File: config.mk
export PLATFORM = sky130hd
export DESIGN_NAME = uart_rx_flat
export DESIGN_NICKNAME = d
export VERILOG_FILES = /design/src/rtl/uart_pkg.sv /design/src/rtl/uart_rx_if.sv /design/src/rtl/uart_sync2.sv /design/src/rtl/uart_rx.sv /design/src/flat_wrapper.sv
export SDC_FILE = /design/constraint.sdc
export NUM_CORES = 1
export LEC_CHECK = 0
export BUFFER_PORTS_ARGS = -buffer_cell sky130_fd_sc_hd__buf_2
export CORE_ASPECT_RATIO = 1.2
export CORE_MARGIN = 8
export CORE_UTILIZATION = 55
export DETAILED_ROUTE_END_ITERATION = 16
export PLACE_DENSITY_LB_ADDON = 0.08
export RECOVER_POWER = 100
export SLEW_MARGIN = 5
export SYNTH_ARGS = -nofsm -noshare
export SYNTH_HDL_FRONTEND = slang
export SYNTH_HIERARCHICAL = 1
export SYNTH_SLANG_ARGS = --single-unit
File: constraint.sdc
create_clock -name clk -period 2.2 [get_ports clk]
set_input_delay 0.44 -clock clk [delete_from_list [all_inputs] [get_ports clk]]
set_output_delay 0.44 -clock clk [all_outputs]
set_load 0.02 [all_outputs]
File: src/rtl/uart_pkg.sv
// Shared UART definitions: state encoding, frame constants and baud helper.
// Used by both uart_rx and uart_tx.
package uart_pkg;

  typedef enum logic [2:0] {
    IDLE      = 3'd0,
    START     = 3'd1,
    DATA      = 3'd2,
    PARITY    = 3'd3,
    STOP      = 3'd4,
    WAIT_HIGH = 3'd5
  } uart_state_t;

  localparam int unsigned DATA_BITS   = 8;
  localparam logic        IDLE_LEVEL  = 1'b1;
  localparam logic        START_LEVEL = 1'b0;

  function automatic int unsigned clks_per_bit(input int unsigned clk_freq,
                                               input int unsigned baud_rate);
    return clk_freq / baud_rate;
  endfunction

endpackage

File: src/rtl/uart_rx_if.sv
// Receiver-side serial/byte signal bundle. rx_parity_err exists only when
// UART_RX_PARITY_EN is defined.
interface uart_rx_if;
  logic       rx_in;
  logic [7:0] rx_data;
  logic       rx_valid;
  logic       rx_frame_err;
  logic       rx_busy;
`ifdef UART_RX_PARITY_EN
  logic       rx_parity_err;

  modport master (input rx_in, output rx_data, output rx_valid,
                  output rx_frame_err, output rx_busy, output rx_parity_err);
  modport slave  (output rx_in, input rx_data, input rx_valid,
                  input rx_frame_err, input rx_busy, input rx_parity_err);
`else
  modport master (input rx_in, output rx_data, output rx_valid,
                  output rx_frame_err, output rx_busy);
  modport slave  (output rx_in, input rx_data, input rx_valid,
                  input rx_frame_err, input rx_busy);
`endif
endinterface

File: src/rtl/uart_sync2.sv
// Two-flop synchroniser for a single asynchronous input; both flops reset
// to RST_VAL so the output is quiet at the idle level after reset.
module uart_sync2 #(
  parameter logic RST_VAL = 1'b1
) (
  input  logic clk,
  input  logic rst_n,
  input  logic d,
  output logic q
);

  logic meta;

  always_ff @(posedge clk or negedge rst_n) begin
    if (!rst_n) begin
      meta <= RST_VAL;
      q    <= RST_VAL;
    end else begin
      meta <= d;
      q    <= meta;
    end
  end

endmodule

File: src/rtl/uart_rx.sv
// UART receiver: 1 start, 8 data LSB first, 1 stop, idle high.
// Define UART_RX_PARITY_EN to add an even-parity bit and rx_parity_err.
module uart_rx
  import uart_pkg::*;
#(
  parameter int unsigned CLK_FREQ  = 50000000,
  parameter int unsigned BAUD_RATE = 9600
) (
  input  logic      clk,
  input  logic      rst_n,
  uart_rx_if.master rx_bus
);

  localparam int unsigned CLKS_PER_BIT = clks_per_bit(CLK_FREQ, BAUD_RATE);
  localparam int unsigned HALF_BIT     = CLKS_PER_BIT / 2;
  localparam int unsigned CNT_W        = $clog2(CLKS_PER_BIT);

  localparam logic [CNT_W-1:0] CNT_BIT_END  = CNT_W'(CLKS_PER_BIT - 1);
  localparam logic [CNT_W-1:0] CNT_HALF_END = CNT_W'(HALF_BIT - 1);
  localparam logic [2:0]       LAST_BIT     = 3'(DATA_BITS - 1);

  uart_state_t      state;
  logic [CNT_W-1:0] cnt;
  logic [2:0]       bit_idx;
  logic [7:0]       shift;
  logic             rx_s;
`ifdef UART_RX_PARITY_EN
  logic             par_bit;
`endif

  uart_sync2 #(.RST_VAL(IDLE_LEVEL)) u_sync (
    .clk   (clk),
    .rst_n (rst_n),
    .d     (rx_bus.rx_in),
    .q     (rx_s)
  );

  always_comb begin
    rx_bus.rx_busy = (state != IDLE);
  end

  always_ff @(posedge clk or negedge rst_n) begin
    if (!rst_n) begin
      state               <= IDLE;
      cnt                 <= '0;
      bit_idx             <= '0;
      shift               <= '0;
      rx_bus.rx_data      <= '0;
      rx_bus.rx_valid     <= 1'b0;
      rx_bus.rx_frame_err <= 1'b0;
`ifdef UART_RX_PARITY_EN
      par_bit              <= 1'b0;
      rx_bus.rx_parity_err <= 1'b0;
`endif
    end else begin
      rx_bus.rx_valid     <= 1'b0;
      rx_bus.rx_frame_err <= 1'b0;
`ifdef UART_RX_PARITY_EN
      rx_bus.rx_parity_err <= 1'b0;
`endif
      case (state)
        IDLE: begin
          cnt <= '0;
          if (rx_s == START_LEVEL) state <= START;
        end

        // Half a bit here aligns every later sample with a bit centre.
        START: begin
          if (cnt == CNT_HALF_END) begin
            cnt     <= '0;
            bit_idx <= '0;
            state   <= (rx_s == START_LEVEL) ? DATA : IDLE;
          end else begin
            cnt <= cnt + 1'b1;
          end
        end

        DATA: begin
          if (cnt == CNT_BIT_END) begin
            cnt            <= '0;
            shift[bit_idx] <= rx_s;
            bit_idx        <= bit_idx + 1'b1;
            if (bit_idx == LAST_BIT) begin
`ifdef UART_RX_PARITY_EN
              state <= PARITY;
`else
              state <= STOP;
`endif
            end
          end else begin
            cnt <= cnt + 1'b1;
          end
        end

`ifdef UART_RX_PARITY_EN
        PARITY: begin
          if (cnt == CNT_BIT_END) begin
            cnt     <= '0;
            par_bit <= rx_s;
            state   <= STOP;
          end else begin
            cnt <= cnt + 1'b1;
          end
        end
`endif

        // Leaving at mid-stop-bit lets a following start edge be seen in IDLE.
        STOP: begin
          if (cnt == CNT_BIT_END) begin
            cnt <= '0;
            if (rx_s == IDLE_LEVEL) begin
              state <= IDLE;
`ifdef UART_RX_PARITY_EN
              if (par_bit != ^shift) begin
                rx_bus.rx_parity_err <= 1'b1;
              end else begin
                rx_bus.rx_data  <= shift;
                rx_bus.rx_valid <= 1'b1;
              end
`else
              rx_bus.rx_data  <= shift;
              rx_bus.rx_valid <= 1'b1;
`endif
            end else begin
              rx_bus.rx_frame_err <= 1'b1;
              state               <= WAIT_HIGH;
            end
          end else begin
            cnt <= cnt + 1'b1;
          end
        end

        // A held-low line (break) must not be taken as further start bits.
        WAIT_HIGH: begin
          cnt <= '0;
          if (rx_s == IDLE_LEVEL) state <= IDLE;
        end

        default: begin
          cnt   <= '0;
          state <= IDLE;
        end
      endcase
    end
  end

endmodule
File: src/flat_wrapper.sv
// flat-port wrapper written by rule: the top's interface ports become plain ports
module uart_rx_flat import uart_pkg::*;
#(
  parameter int unsigned CLK_FREQ  = 50000000,
  parameter int unsigned BAUD_RATE = 9600
)
  (clk, rst_n, rx_bus_rx_in, rx_bus_rx_data, rx_bus_rx_valid, rx_bus_rx_frame_err, rx_bus_rx_busy);
  uart_rx_if rx_bus_i ();
  input  logic clk;
  input  logic rst_n;
  input wire logic [$bits(rx_bus_i.rx_in)-1:0] rx_bus_rx_in;
  output wire logic [$bits(rx_bus_i.rx_data)-1:0] rx_bus_rx_data;
  output wire logic [$bits(rx_bus_i.rx_valid)-1:0] rx_bus_rx_valid;
  output wire logic [$bits(rx_bus_i.rx_frame_err)-1:0] rx_bus_rx_frame_err;
  output wire logic [$bits(rx_bus_i.rx_busy)-1:0] rx_bus_rx_busy;
  assign rx_bus_i.rx_in = rx_bus_rx_in;
  assign rx_bus_rx_data = rx_bus_i.rx_data;
  assign rx_bus_rx_valid = rx_bus_i.rx_valid;
  assign rx_bus_rx_frame_err = rx_bus_i.rx_frame_err;
  assign rx_bus_rx_busy = rx_bus_i.rx_busy;
  uart_rx #(.CLK_FREQ(CLK_FREQ), .BAUD_RATE(BAUD_RATE)) u_core (.clk(clk), .rst_n(rst_n), .rx_bus(rx_bus_i));
endmodule
==> flow_summary.ini <==
[global_routing]
grt_start_max_net_pins = 40
global_route.usage.total = 0.131
first_global_vias = 1218
global_route.overflow_total = 0
antenna_found_initial = 0
first_pass_grt_wire_length_um = 5550

[hold_path]
hp-start = rx_bus_rx_in
hold_path.class = in2reg

[detailed_routing]
wl_met1_um = 1290
drt_pass1_iterations = 4
detail_route.wirelength_um = 3170
drt_wl_cell_um = 15.3
antenna_left = 0
dr_wl_met3_um = 118
detailroute.via_count = 1244
drtIter0Drc = 76
highest-signal-layer = met4
route.detailed.vias_per_inst = 6.01
drc_errors = 0
route.met2.wl_um = 1700

[cts]
clk_transition_reported_paths_ns = 0.07
clk_path_buf_depth = 2
cts_setup_buffers = 0
clk-insertion-delay-late_ns = 0.28
h-tree-depth = 2
cts_tree = yes
ctsHoldBuffers = 0
cts_root_buffer = sky130_fd_sc_hd__clkbuf_8
clock-sinks = 39
tritoncts.num_buffers = 5
cts.repair.resized = 0

[synth]
postSynthRegisterBits = 39
synth_seq_area_share = 0.529
number_of_enable_flip_flop_cells_after_synthesis = 0
yosys_warns = 6
post_synth_num_cell_types = 34
syn_area_um2 = 1850
ys_async_sr_fraction = 1.00
post-synth-top-area-cell = sky130_fd_sc_hd__dfrtp_1
postSynthNetCount = 161
synth_top_cells_by_area = sky130_fd_sc_hd__dfrtp_1 (50%), sky130_fd_sc_hd__mux2_2 (9.7%), sky130_fd_sc_hd__xor2_1 (4.7%)
postSynthAreaPerCell_um2 = 11.9
synth_top_flop_cell = sky130_fd_sc_hd__dfrtp_1
synth.top_cell.area_share = 0.501
synthCells = 155

[sta]
layout_worst_path_cycle_share = 0.858
timing_max_transition_violations_final = 0
worst_slack_ns = 0.312
timing.fmax_mhz = 530
setup_total_negative_slack_ns = 0
timing.final.hold_violations = 0
worst-slew-pin-transition_ns = 0.916
clock_skew_ns = 0.00354
finalWorstPathRequiredPeriod_ns = 1.89
timing.final.setup_violations = 0
rsz0062_at_grt = false
max-slew-margin-rel = 0.389

[placed_design]
io_buffers = 13
gp_congestion = 0.815
dpl.cell_count = 199
place_worst_setup_slack_ns = 0.318
dp.final_hpwl_um = 2300

[floorplanning]
floorplan.die_area_um2 = 5480
placeable_core_region_um2 = 3280
fp-row-count = 23
fp.dieH_um = 79.5
chipWidth_um = 68.9
top_level_ports = 14
start_util = 0.563

[setup_path]
crit_slowest_cell = sky130_fd_sc_hd__dfrtp_1
worstPathCellList = ha_1, and4bb_2, nand4_1, nor4_1, mux2_2
crit_start = u_core/cnt[0]
crit_path_max_incr_delay_ns = 0.38
crit_type = reg2reg
worstSetupEndpointType = register
critical_path_arrival_ns = 2.05
critical_path_required_ns = 2.37
path_max_fanout = 6
critPathLaunchType = register
timing.critical_path.max_delay_family = simple AND/OR/NAND/NOR gates
ff2ff_setup_slack_ns = 0.31
combined_buffer_and_inverter_count_along_the_critical_path = 0
regToRegStartpoint = u_core/cnt[0]

[cells_and_area]
nets = 175
finish.cell_count_without_fillers = 207
multi_input_comb_area_um2 = 813
register_area_um2 = 978
layout_cells_sized_above_1 = 0.212
most_frequent_cells_in_the_layout = sky130_fd_sc_hd__dfrtp_1 (37), sky130_fd_sc_hd__nor2_1 (18), sky130_fd_sc_hd__mux2_2 (16)
leading_cell_type_in_the_layout_fill_and_taps_excluded = sky130_fd_sc_hd__dfrtp_1
area_delta_synth_final_pct = 8.26
num_antenna_cells = 0
fillCellCount = 283

[run]
maxCapViolations = 0

[power_and_ir_drop]
peak_ir_drop_on_the_vdd_network_v = 0.000413
leakagePower_nw = 0.914
fin_total_pwr_w = 0.00124
cellPowerDensity_nw_per_um2 = 620

[run_status]
run_status = finished clean
## per-layer routing
layer | track usage | up-vias
met5 | 0 | -
met4 | 0.0644 | 0
met3 | 0.0393 | 7
met2 | 0.219 | 14
met1 | 0.144 | 635
li1 | - | 588
## stage by stage
stage / utilization / hold WS (ns) / instance area (µm²)
global route: 0.610 / 0.247 / 2000
CTS: 0.616 / 0.246 / 2020
floorplan: - / 0.144 / 1850
detailed placement: 0.585 / 0.347 / 1920
global placement: 0.585 / 0.346 / 1920
finish: 0.610 / 0.260 / 2000
## cell type report
class	instances	area share
clock buffers	8	0.0500
inverters	3	0.00563
multi-input cells	107	0.407
flip-flops and latches	39	0.489
well taps	37	0.0231
repair buffers	13	0.0256
## kinds of logic (layout without fill, tap and decap cells)
group	count (synthesis)	after routing	synth area share
mux	16	16	0.0975
simple gates	66	66	0.228
compound gates	10	10	0.0399
fa+ha+maj	3	3	0.0203
buf+inv	9	24	0.0278
xor+xnor	12	12	0.0569
flops	39	39	0.529
## registers in the layout (all words and copies together), names as in the netlist
name,flops
u_core/rx_bus.rx_frame_err,1
u_core/rx_bus.rx_valid,1
u_core/u_sync/meta,1
u_core/state,3
u_core/u_sync/q,1
u_core/rx_bus.rx_data,8
u_core/cnt,13
u_core/shift,8
u_core/bit_idx,3
## power by group
group          switching [W]  internal [W]  leakage (nW)
clock network       0.000214      0.000286        0.0515
logic              0.0000139    0.00000187         0.339
registers         0.00000386      0.000721         0.523
## worst paths after layout
kind	endpoint	cells after the start
min	u_core/u_sync/meta	1
max in group asynchronous	u_core/state[0]	1
min reg2reg	u_core/u_sync/q	0
min in group asynchronous	u_core/rx_bus.rx_data[0]	1
max reg2reg	u_core/shift[6]	5
max	u_core/shift[6]	5
## cells in the mapped netlist, drive strengths merged (2+ instances only)
master	n
nor2	18
nand2	8
xnor2	2
xor2	10
nor4	4
and4bb	5
mux2	16
a21oi	4
buf	5
o21ai	2
dfstp	2
ha	3
nor4bb	3
dfrtp	37
nand3	7
inv	3
nand4	10
and4	4
Note: power is estimated with default switching activity, not from simulation.
